### config.mk
export PLATFORM = sky130hd
export DESIGN_NAME = ose_encoder_gen_flat
export DESIGN_NICKNAME = d
export VERILOG_FILES = /design/src/rtl/ose_encoder_gen_if.sv /design/src/rtl/ose_encoder_gen.sv /design/src/flat_wrapper.sv
export SDC_FILE = /design/constraint.sdc
export NUM_CORES = 1
export LEC_CHECK = 0
export BUFFER_PORTS_ARGS = -buffer_cell sky130_fd_sc_hd__buf_2
export CAP_MARGIN = 20
export CORE_UTILIZATION = 58
export CTS_CLUSTER_DIAMETER = 200
export DETAILED_ROUTE_END_ITERATION = 8
export MAX_ROUTING_LAYER = met4
export PLACE_DENSITY = 0.79
export SLEW_MARGIN = 10
export SYNTH_ARGS = -nofsm -noshare
export SYNTH_HDL_FRONTEND = slang
export SYNTH_SLANG_ARGS = --single-unit
### constraint.sdc
create_clock -name clk -period 2.4 [get_ports clk]
set_clock_uncertainty 0.2 [all_clocks]
set_input_delay 0.48 -clock clk [delete_from_list [all_inputs] [get_ports clk]]
set_output_delay 0.48 -clock clk [all_outputs]
set_load 0.02 [all_outputs]
### src/rtl/ose_encoder_gen_if.sv
// ============================================================================
// ose_encoder_gen_if : detent step request handshake (valid/ready plus direction)
// Rev 1.0
// ============================================================================
`default_nettype none

interface ose_encoder_gen_if;
  logic step_req;
  logic step_up;
  logic ready;

  modport master (
    output step_req,
    output step_up,
    input  ready
  );

  modport slave (
    input  step_req,
    input  step_up,
    output ready
  );
endinterface

`default_nettype wire

### src/rtl/ose_encoder_gen.sv
// ============================================================================
// ose_encoder_gen : quadrature a/b generator, one Gray-coded detent per request
// Rev 1.0
// ============================================================================
`default_nettype none

module ose_encoder_gen #(
  parameter int EDGE_GAP = 5,
  parameter int IDLE_GAP = 10,
  parameter int POS_W    = 8
) (
  input  wire logic             clk,
  input  wire logic             rst,
  ose_encoder_gen_if.slave      step,
  output logic                  a,
  output logic                  b,
  output logic                  done,
  output logic [POS_W-1:0]      pos
);

  localparam int CNT_W = $clog2(EDGE_GAP + 1);
  localparam int GAP_W = (IDLE_GAP > 0) ? $clog2(IDLE_GAP + 1) : 1;

  localparam logic [CNT_W-1:0] c_ph_last  = CNT_W'(EDGE_GAP - 1);
  localparam logic [GAP_W-1:0] c_gap_last = GAP_W'((IDLE_GAP > 0) ? (IDLE_GAP - 1) : 0);
  localparam logic [CNT_W-1:0] c_cnt_one  = CNT_W'(1);
  localparam logic [GAP_W-1:0] c_gap_one  = GAP_W'(1);
  localparam logic [POS_W-1:0] c_pos_one  = POS_W'(1);

  typedef enum logic [2:0] {
    ST_IDLE = 3'd0,
    ST_PH1  = 3'd1,
    ST_PH2  = 3'd2,
    ST_PH3  = 3'd3,
    ST_PH4  = 3'd4,
    ST_GAP  = 3'd5
  } state_t;

  state_t             r_state, w_state;
  logic [CNT_W-1:0]   r_cnt,   w_cnt;
  logic [GAP_W-1:0]   r_gap,   w_gap;
  logic               r_dir,   w_dir;
  logic               r_ready, w_ready;
  logic               r_a,     w_a;
  logic               r_b,     w_b;
  logic               r_done,  w_done;
  logic [POS_W-1:0]   r_pos,   w_pos;

  always_ff @(posedge clk or posedge rst) begin
    if (rst) begin
      r_state <= ST_IDLE;
      r_cnt   <= '0;
      r_gap   <= '0;
      r_dir   <= 1'b0;
      r_ready <= 1'b1;
      r_a     <= 1'b0;
      r_b     <= 1'b0;
      r_done  <= 1'b0;
      r_pos   <= '0;
    end else begin
      r_state <= w_state;
      r_cnt   <= w_cnt;
      r_gap   <= w_gap;
      r_dir   <= w_dir;
      r_ready <= w_ready;
      r_a     <= w_a;
      r_b     <= w_b;
      r_done  <= w_done;
      r_pos   <= w_pos;
    end
  end

  // Outputs are registered from the next state, so a/b change on the same
  // edge that enters each phase and no input reaches an output combinationally.
  always_comb begin
    w_state = r_state;
    w_cnt   = r_cnt;
    w_gap   = r_gap;
    w_dir   = r_dir;

    case (r_state)
      ST_IDLE: begin
        if (step.step_req) begin
          w_state = ST_PH1;
          w_cnt   = '0;
          w_dir   = step.step_up;
        end
      end
      ST_PH1, ST_PH2, ST_PH3: begin
        if (r_cnt == c_ph_last) begin
          w_cnt   = '0;
          w_state = (r_state == ST_PH1) ? ST_PH2 :
                    (r_state == ST_PH2) ? ST_PH3 : ST_PH4;
        end else begin
          w_cnt = r_cnt + c_cnt_one;
        end
      end
      ST_PH4: begin
        if (r_cnt == c_ph_last) begin
          w_cnt   = '0;
          w_gap   = '0;
          w_state = (IDLE_GAP == 0) ? ST_IDLE : ST_GAP;
        end else begin
          w_cnt = r_cnt + c_cnt_one;
        end
      end
      ST_GAP: begin
        if (r_gap == c_gap_last) begin
          w_gap   = '0;
          w_state = ST_IDLE;
        end else begin
          w_gap = r_gap + c_gap_one;
        end
      end
      default: begin
        w_state = ST_IDLE;
        w_cnt   = '0;
        w_gap   = '0;
      end
    endcase

    w_ready = (w_state == ST_IDLE);
    w_a     = 1'b0;
    w_b     = 1'b0;
    case (w_state)
      ST_PH1: begin
        w_a = w_dir;
        w_b = ~w_dir;
      end
      ST_PH2: begin
        w_a = 1'b1;
        w_b = 1'b1;
      end
      ST_PH3: begin
        w_a = ~w_dir;
        w_b = w_dir;
      end
      default: begin
        w_a = 1'b0;
        w_b = 1'b0;
      end
    endcase

    w_done = (r_state == ST_PH3) && (w_state == ST_PH4);
    w_pos  = r_pos;
    if (w_done) begin
      w_pos = r_dir ? (r_pos + c_pos_one) : (r_pos - c_pos_one);
    end
  end

  assign step.ready = r_ready;
  assign a          = r_a;
  assign b          = r_b;
  assign done       = r_done;
  assign pos        = r_pos;

endmodule

`default_nettype wire
### src/flat_wrapper.sv
// flat-port wrapper written by rule: the top's interface ports become plain ports
module ose_encoder_gen_flat 
#(
  parameter int EDGE_GAP = 5,
  parameter int IDLE_GAP = 10,
  parameter int POS_W    = 8
)
  (clk, rst, a, b, done, pos, step_step_req, step_step_up, step_ready);
  ose_encoder_gen_if step_i ();
  input  wire logic clk;
  input  wire logic rst;
  output logic a;
  output logic b;
  output logic done;
  output logic [POS_W-1:0] pos;
  input wire logic [$bits(step_i.step_req)-1:0] step_step_req;
  input wire logic [$bits(step_i.step_up)-1:0] step_step_up;
  output wire logic [$bits(step_i.ready)-1:0] step_ready;
  assign step_i.step_req = step_step_req;
  assign step_i.step_up = step_step_up;
  assign step_ready = step_i.ready;
  ose_encoder_gen #(.EDGE_GAP(EDGE_GAP), .IDLE_GAP(IDLE_GAP), .POS_W(POS_W)) u_core (.clk(clk), .rst(rst), .step(step_i), .a(a), .b(b), .done(done), .pos(pos));
endmodule
Word level (Yosys, flattened, before mapping)
Index checks and enable logic that the tools add are counted.
- bits in registers: 23
- input bits: 4
- output and inout port bits: 12
- logic and storage cells: 55
- add/sub/neg operators: 4
- eq/ne operators: 13
- muxes and demuxes: 18
- bitwise gates (word level): 3
- reductions and logical operators: 8
- operators with widths (kind ; number):
    $mux W3 ; 8
    $eq A3 B2 Y1 const B ; 4
    $eq A3 B3 Y1 const B ; 4
    $pmux W3 S4 ; 1
    $pmux W4 S3 ; 1
    $pmux W3 S3 ; 1
    $add A8 B1 Y8 const B ; 1
    $mux W4 ; 2
    $mux W8 ; 1
    $reduce_or A4 Y1 ; 2
    $sub A8 B1 Y8 const B ; 1
    $eq A3 B1 Y1 const B ; 2
    $logic_not A3 Y1 ; 2
    $pmux W1 S3 ; 2
    $add A4 B1 Y4 const B ; 1
    $eq A4 B4 Y1 const B ; 1
    $reduce_and A2 Y1 ; 2
    $add A3 B1 Y3 const B ; 1
    $not A1 Y1 ; 3
    $reduce_or A3 Y1 ; 1
    $mux W1 ; 2
    $ne A2 B1 Y1 const B ; 1
    $ne A2 B2 Y1 const B ; 1
    $logic_and A1 B1 Y1 ; 1

Depth between registers and ports, before layout
Gate-level depths: netlist (run 1).
- word-level depth: 7
- gate-level depth with buffers: 9
- depth with buffers taken out: 8

Worst setup path after synthesis (run 1)
No wires, ideal clock.
- kind: reg-to-reg
- from: register u_core.r_dir
- to: register u_core.r_pos[7], in the netlist u_core.pos[7]
- library setup time: 130 ps
- data arrival time: 1825 ps
- data required time: 2070 ps
- path slack: 245 ps
- cell stages (with the launch flop): 8
- path buffers: 0
- period minus slack after synthesis: 2155 ps
- path through: dfrtp_1 -> inv_1 -> ha_1 -> and3_4 -> a2111oi_4 -> nand4b_1 -> a21oi_2 -> xor2_1
- cells in the longest elaborated chain, start to end: 1
- RTL lines (what ; line ; text):
    start, declared ; ose_encoder_gen.sv:42 ; logic r_dir, w_dir;
    start signal, assigned ; ose_encoder_gen.sv:64 ; r_dir <= w_dir;
    $mux W8 ; ose_encoder_gen.sv:147 ; w_pos = r_dir ? (r_pos + c_pos_one) : (r_pos - c_pos_one);
    end signal, assigned ; ose_encoder_gen.sv:69 ; r_pos <= w_pos;
    end, declared ; ose_encoder_gen.sv:47 ; logic [POS_W-1:0] r_pos, w_pos;
Every way passes these cells.
A chain may end at the register's enable or synchronous reset.

Worst setup path in the final report (run 1)
Same ends and word-level chain as after synthesis.

==> results of run 1 <==
-- power breakdown --
| group | internal [mW] | switching, mW |
|---|---|---|
| Clock | 0.0649 | 0.116 |
| Sequential | 0.553 | 0.208 |
| Combinational | 0.671 | 0.863 |
| Total | 1.29 | 1.19 |
-- per-layer routing --
metal	vias to the layer above	global-route usage, %	routed length [um]
li1	581	-	-
met1	550	32.0	1360
met2	23	38.0	1340
met3	4	3.77	86
met4	0	7.46	23
met5	-	-	0
-- cell type report --
class                   count  area (sq um)
inverters                   9          33.8
flip-flops and latches     23           577
multi-input cells         116           846
well taps                  30          37.5
clock buffers               4          26.3
repair buffers             17          90.1
fillers                   208           845
-- kinds of logic (layout without fill, tap and decap cells) --
| family | after synthesis | in the layout | share of synthesized area [%] |
|---|---|---|---|
| AO/OA/AOI/OAI | 40 | 40 | 19.3 |
| XOR/XNOR | 10 | 10 | 5.87 |
| adder cells (fa/ha/maj) | 11 | 11 | 9.73 |
| buffers and inverters | 15 | 30 | 4.61 |
| flip-flops | 23 | 23 | 38.7 |
| multiplexers | 2 | 2 | 1.34 |
| AND/OR/NAND/NOR | 53 | 53 | 20.5 |
-- cells in the mapped netlist (2+ instances only) --
cell	number
dfrtp_1	22
nand2_1	15
o21ai_0	12
ha_1	10
nor2_1	10
inv_1	8
a21oi_1	6
xor2_1	6
nor3_1	5
buf_2	4
nand2b_1	4
nand3_1	4
o31ai_1	4
xnor2_1	4
a21o_1	3
a221o_1	2
and2_1	2
buf_4	2
mux2i_1	2
nand3b_1	2
nor2b_2	2
o211ai_1	2
o22ai_1	2
-- state kept, by name (all words and copies together) (netlist names) --
| register | flops |
|---|---|
| u_core.a | 1 |
| u_core.b | 1 |
| u_core.done | 1 |
| u_core.pos | 8 |
| u_core.r_cnt | 3 |
| u_core.r_dir | 1 |
| u_core.r_gap | 4 |
| u_core.r_state | 3 |
| u_core.step.ready | 1 |
-- what timing repair did --
| item | CTS | global route |
|---|---|---|
| setup endpoints to repair | 1 | 0 |
| hold endpoints to repair | 0 | 0 |
| gates resized for setup | 1 | 0 |
| buffers inserted | 0 | 0 |
-- critical path: cells and delay by family, from the launching register on --
| family | cells | cell delay (ns) |
|---|---|---|
| AO/OA/AOI/OAI | 2 | 0.50 |
| adder cells (fa/ha/maj) | 1 | 0.30 |
| XOR/XNOR | 1 | 0.14 |
| flip-flops | 1 | 0.45 |
| buffers and inverters | 1 | 0.17 |
| AND/OR/NAND/NOR | 2 | 0.42 |
-- per-stage QoR --
stage	setup slack, ns	utilization [%]	hold WS, ns	cells	cell area [sq um]
2_1_floorplan	0.245	-	0.238	154	1490
3_3_place_gp	0.162	64.5	0.257	195	1580
3_5_place_dp	0.0119	64.5	0.260	195	1580
4_1_cts	0.106	65.6	0.000247	199	1610
5_1_grt	0.0165	65.6	0.0295	199	1610
6_report	0.108	65.6	-0.0120	199	1610
-- worst paths after layout --
check | to | slack, ns | depth (start not counted)
max | u_core.pos[7]$_DFFE_PP0P_ | 0.11 | 7
min | u_core.pos[3]$_DFFE_PP0P_ | -0.01 | 3
max reg2reg | u_core.pos[7]$_DFFE_PP0P_ | 0.11 | 7
min reg2reg | u_core.pos[7]$_DFFE_PP0P_ | 0.28 | 1
max in group asynchronous | u_core.step.ready$_DFF_PP1_ | 1.73 | 3
min in group clk | u_core.r_dir$_DFF_PP0_ | 0.24 | 3
==> run summary, run 1 <==
Status - finished, violations left
Failing checks - negative hold slack
WHS - -0.0120 ns
Most frequent cells in the layout - dfrtp_1 (22), nand2_1 (15), buf_2 (15), o21ai_0 (12)
First-pass GRT wire length - 4770 um
Tmin final - 2.29 ns
Fraction of layout cells with a size suffix above 1 - 18.9%
Sequential share of the synthesized area - 38.7%
CP endpoint kind - flop
Vias/cell - 5.82
TritonCTS clock tree - done
Placer Congestion - 0.843
IO buf count - 15
Top_reg_cell synth - dfrtp_1
FP Rows - 18
Later-pin clock latency in the skew report - 0.31 ns
MaxCap Viol Count - 0
Layout Area Growth over Synthesis - 7.97%
Critical-path cell list - inv_2 > ha_1 > and3_1 > a2111oi_4 > nand4b_1 > a21oi_2 > xor2_1
Critical path arrival - 2.30 ns
Total design power - 2.47 mW
Setup TNS - 0 ns
Pwr/cell area - 1540 nW/um^2
Fmax - 436 MHz
Max FO, Critical Path - 8
GRT Util Overall - 24.2%
Core Area - 2450 sq um
Leakage dissipation - 0.763 nW
Final Cycle Share - 95.5%
Synth area leader - dfrtp_1
Vias in the first global route - 1,084
Yosys top cell area share - 36.9%
Post-Syn Nets - 169
Starting Density - 60.8%
Rel. slew slack - 64.9%
Crit start category - flop
Post-synth EDFFs - 0
IO Count - 16
DR pass1 iterations - 4
Post-DP HPWL - 2090 um
Remaining DRCs - 0
Die H - 52.7 um
TritonCTS buffer count - 3
Peak supply drop - 1.20 mV
Synth area leaders - dfrtp_1 (37%), ha_1 (8.4%), o21ai_0 (4.0%)
Crit Path Class - reg2reg
H-tree depth - 1
Final setup violation count - 0
Routed wire length per instance - 14.1 um
Initial DRC count - 20
Final WL - 2800 um
DIE WIDTH - 52.7 um
Initial antenna violation count - 0
Setup crit start - u_core.r_dir$_DFF_PP0_
Ant. Diodes - 0
Area of the die - 2780 sq um
Largest net degree at the start of global routing - 24
Hold WC Path Type - in2async
Synthesized area per cell - 9.68 sq um
Final Hold Fails - 20
DR vias - 1,158
Commonest non-fill, non-tap cell in the layout - dfrtp_1
Ys async rst share - 100%
WP data required - 2.41 ns
Max Slew Vio Count - 0
CTS sink count - 23
Synthesized instance count - 154
RSZ-0062 raised after global routing - false
Ys Warns - 0
Routed Antenna Nets - 0
Worst Tran Pin Value - 0.521 ns
CTS hold repair buffers - 0
Register bit total from synthesis - 23
Clk buf depth - 2
Root Driver - clkbuf_4
Grt total ovfl - 0
NumNets Final - 185
Critical R2R Launch - u_core.r_dir$_DFF_PP0_
Post-Syn Area - 1490 sq um
Synth unique cells - 44
Clock-pin slew on the worst setup and hold paths - 0.13 ns
Largest stage delay on the critical path - 0.45 ns
Critical path's slowest cell - dfrtp_1
Note: power is estimated with default switching activity, not from simulation.
==> run 2: changes to the inputs <==
--- a/config.mk
+++ b/config.mk
@@ -5,13 +5,14 @@
 export SDC_FILE = /design/constraint.sdc
 export NUM_CORES = 1
 export LEC_CHECK = 0
+export ABC_AREA = 0
 export BUFFER_PORTS_ARGS = -buffer_cell sky130_fd_sc_hd__buf_2
 export CAP_MARGIN = 20
-export CORE_UTILIZATION = 58
+export CORE_UTILIZATION = 52
 export CTS_CLUSTER_DIAMETER = 200
 export DETAILED_ROUTE_END_ITERATION = 8
 export MAX_ROUTING_LAYER = met4
-export PLACE_DENSITY = 0.79
+export PLACE_DENSITY = 0.75
 export SLEW_MARGIN = 10
 export SYNTH_ARGS = -nofsm -noshare
 export SYNTH_HDL_FRONTEND = slang
==> constraint.sdc (replaced) <==
create_clock -name clk -period 2.1 [get_ports clk]
set_clock_uncertainty 0.2 [all_clocks]
set_input_delay 0.42 -clock clk [delete_from_list [all_inputs] [get_ports clk]]
set_output_delay 0.42 -clock clk [all_outputs]
set_load 0.02 [all_outputs]
==> run 2 against run 1 <==
Effect of this change:
- the flow now finishes without violations
- clock-buffer cell count shrank 1
- power increased by 26%
- non-clock buffer count increased by 10
- first-iteration DRC count grew 110%
- sequential power grew 9.2%
- final area rose by 8.9%
- cell count rose by 5.5%
- combinational power rose by 36%
- register-to-register slack got worse by 0.099 ns
- routed wire length up 9.6%
- fmax is 9.6% higher
==> run summary, run 2 (synthesis gave the netlist of run 1 again) <==
Initial antenna violation count - 0
Status - finished, final reports clean
Critical R2R Launch - u_core.r_dir$_DFF_PP0_
Later-pin clock latency in the skew report - 0.31 ns
Largest net degree at the start of global routing - 24
WP data required - 2.11 ns
Pwr/cell area - 1780 nW/um^2
Post-route insts no fill - 210
Max reg flops - 8
Final WL - 3070 um
DR vias - 1,225
Tmin final - 2.09 ns
Final Hold Fails - 0
IO Count - 16
Util after Layout - 64.1%
Reg2reg setup slack - 0.008 ns
Layout Area Growth over Synthesis - 17.5%
Core Area - 2730 sq um
MaxCap Viol Count - 0
Placer Congestion - 0.824
NumNets Final - 195
Commonest non-fill, non-tap cell in the layout - dfrtp_1
FP Rows - 19
CTS sink count - 23
Hold_sp - step_step_up
Max Slew Vio Count - 0
Initial DRC count - 42
Crit start category - flop
Vias/cell - 5.83
Most frequent cells in the layout - dfrtp_1 (22), nand2_1 (15), buf_2 (15), o21ai_0 (12), buf_4 (11)
Ant. Diodes - 0
Final Cycle Share - 99.6%
CP endpoint kind - flop
RSZ-0062 raised after global routing - true
Fmax - 478 MHz
Rel. slew slack - 72.2%
Routed wire length per instance - 14.6 um
Remaining DRCs - 0
Sw frac - 46.8%
Leakage dissipation - 0.809 nW
Hold WC Path Type - in2reg
Max FO, Critical Path - 6
Final setup violation count - 0
DIE WIDTH - 55.6 um
Area of the die - 3090 sq um
Clock-pin slew on the worst setup and hold paths - 0.13 ns
Setup TNS - 0 ns
Routed Antenna Nets - 0
Starting Density - 54.6%
Fraction of layout cells with a size suffix above 1 - 27.9%
TritonCTS buffer count - 3
Root Driver - clkbuf_4
Clk buf depth - 2
TritonCTS clock tree - done
Vias in the first global route - 1,222
Flop pwr share - 26.7%
H-tree depth - 1
WHS - 0.197 ns
Worst R2R Path Depth - 7
First-pass GRT wire length - 5420 um
Post-DP HPWL - 2180 um
Crit Path Class - reg2reg
Hold depth - 3
Placed cells - 204
Critical path arrival - 2.10 ns
DR pass1 iterations - 4
Total net switching power - 1.46 mW
IO buf count - 15
Logic gate share of total power - 66.7%
Worst Tran Pin Value - 0.417 ns
Die H - 55.6 um
Hold Path Sink - u_core.r_dir$_DFF_PP0_
Worst reg2reg path endpoint - u_core.pos[7]$_DFFE_PP0P_
GRT Util Overall - 22.9%
Total design power - 3.12 mW
Power Internal - 1.66 mW
Clock Power Share - 6.7%
Grt total ovfl - 0
Peak supply drop - 1.32 mV
-- run 2: changes by cell type in the layout (fill, tap and decap cells not counted), sizes merged --
cell         before  now
buf              17   26
dlygate4sd3       0    1
clkbuf            4    3
clkinv            0    1
-- run 2: worst max path at each step --
stage                               from                        end  slack, ns  cells after the start
3_5_place_dp      u_core.r_dir$_DFF_PP0_  u_core.pos[7]$_DFFE_PP0P_     -0.009                      7
6_report          u_core.r_dir$_DFF_PP0_  u_core.pos[7]$_DFFE_PP0P_      0.008                      7
3_3_place_gp      u_core.r_dir$_DFF_PP0_  u_core.pos[7]$_DFFE_PP0P_       0.03                      7
5_1_grt           u_core.r_dir$_DFF_PP0_  u_core.pos[7]$_DFFE_PP0P_      -0.07                      7
2_1_floorplan  u_core.pos[3]$_DFFE_PP0P_  u_core.pos[7]$_DFFE_PP0P_      0.005                      6
4_1_cts           u_core.r_dir$_DFF_PP0_  u_core.pos[6]$_DFFE_PP0P_       0.02                      8
-- run 2: per-stage QoR --
stage	setup slack (ns)	area (sq um)
floorplan	0.00548	1490
global placement	0.0294	1650
detailed placement	-0.00887	1650
CTS	0.0179	1730
global route	-0.0662	1750
finish	0.00850	1750
-- run 2: layout make-up --
class                      instances  area (sq um)
inverter                           9          36.3
sequential                        23           577
clock buffer                       3          22.5
timing repair buffer              27           168
multi-input combinational        116           906
clock inverter                     1          5.00
fill                             219           981
tap                               31          38.8
-- run 2: per-layer routing --
metal | global-route usage [%] | vias to the layer above | routed length [um]
met2 | 38.9 | 27 | 1660
li1 | - | 599 | -
met4 | 10.4 | 0 | 72
met5 | - | - | 0
met3 | 3.04 | 8 | 70
met1 | 27.0 | 591 | 1270
-- run 2: worst max-delay path: stages, from the launching register on --
cell       delay (ns)
dfrtp_1          0.43
inv_4            0.13
ha_4             0.22
and3_4           0.19
a2111oi_4        0.44
nand4b_1         0.18
a21oi_2          0.07
xor2_1           0.14
-- run 2: timing repair --
action,CTS,global route
endpoints found under the hold margin,22,0
pin swaps,1,2
gates resized for setup,4,5
setup endpoints to repair,1,6
hold buffers,1,0
buffers inserted,1,0
-- run 2: power groups by stage --
stage / logic, mW / registers, mW / clock network, mW
global route: 2.32 / 0.862 / 0.228
global placement: 1.83 / 0.810 / 0
CTS: 1.99 / 0.829 / 0.219
detailed placement: 1.91 / 0.819 / 0
floorplan: 1.35 / 0.906 / 0
finish: 2.08 / 0.831 / 0.209
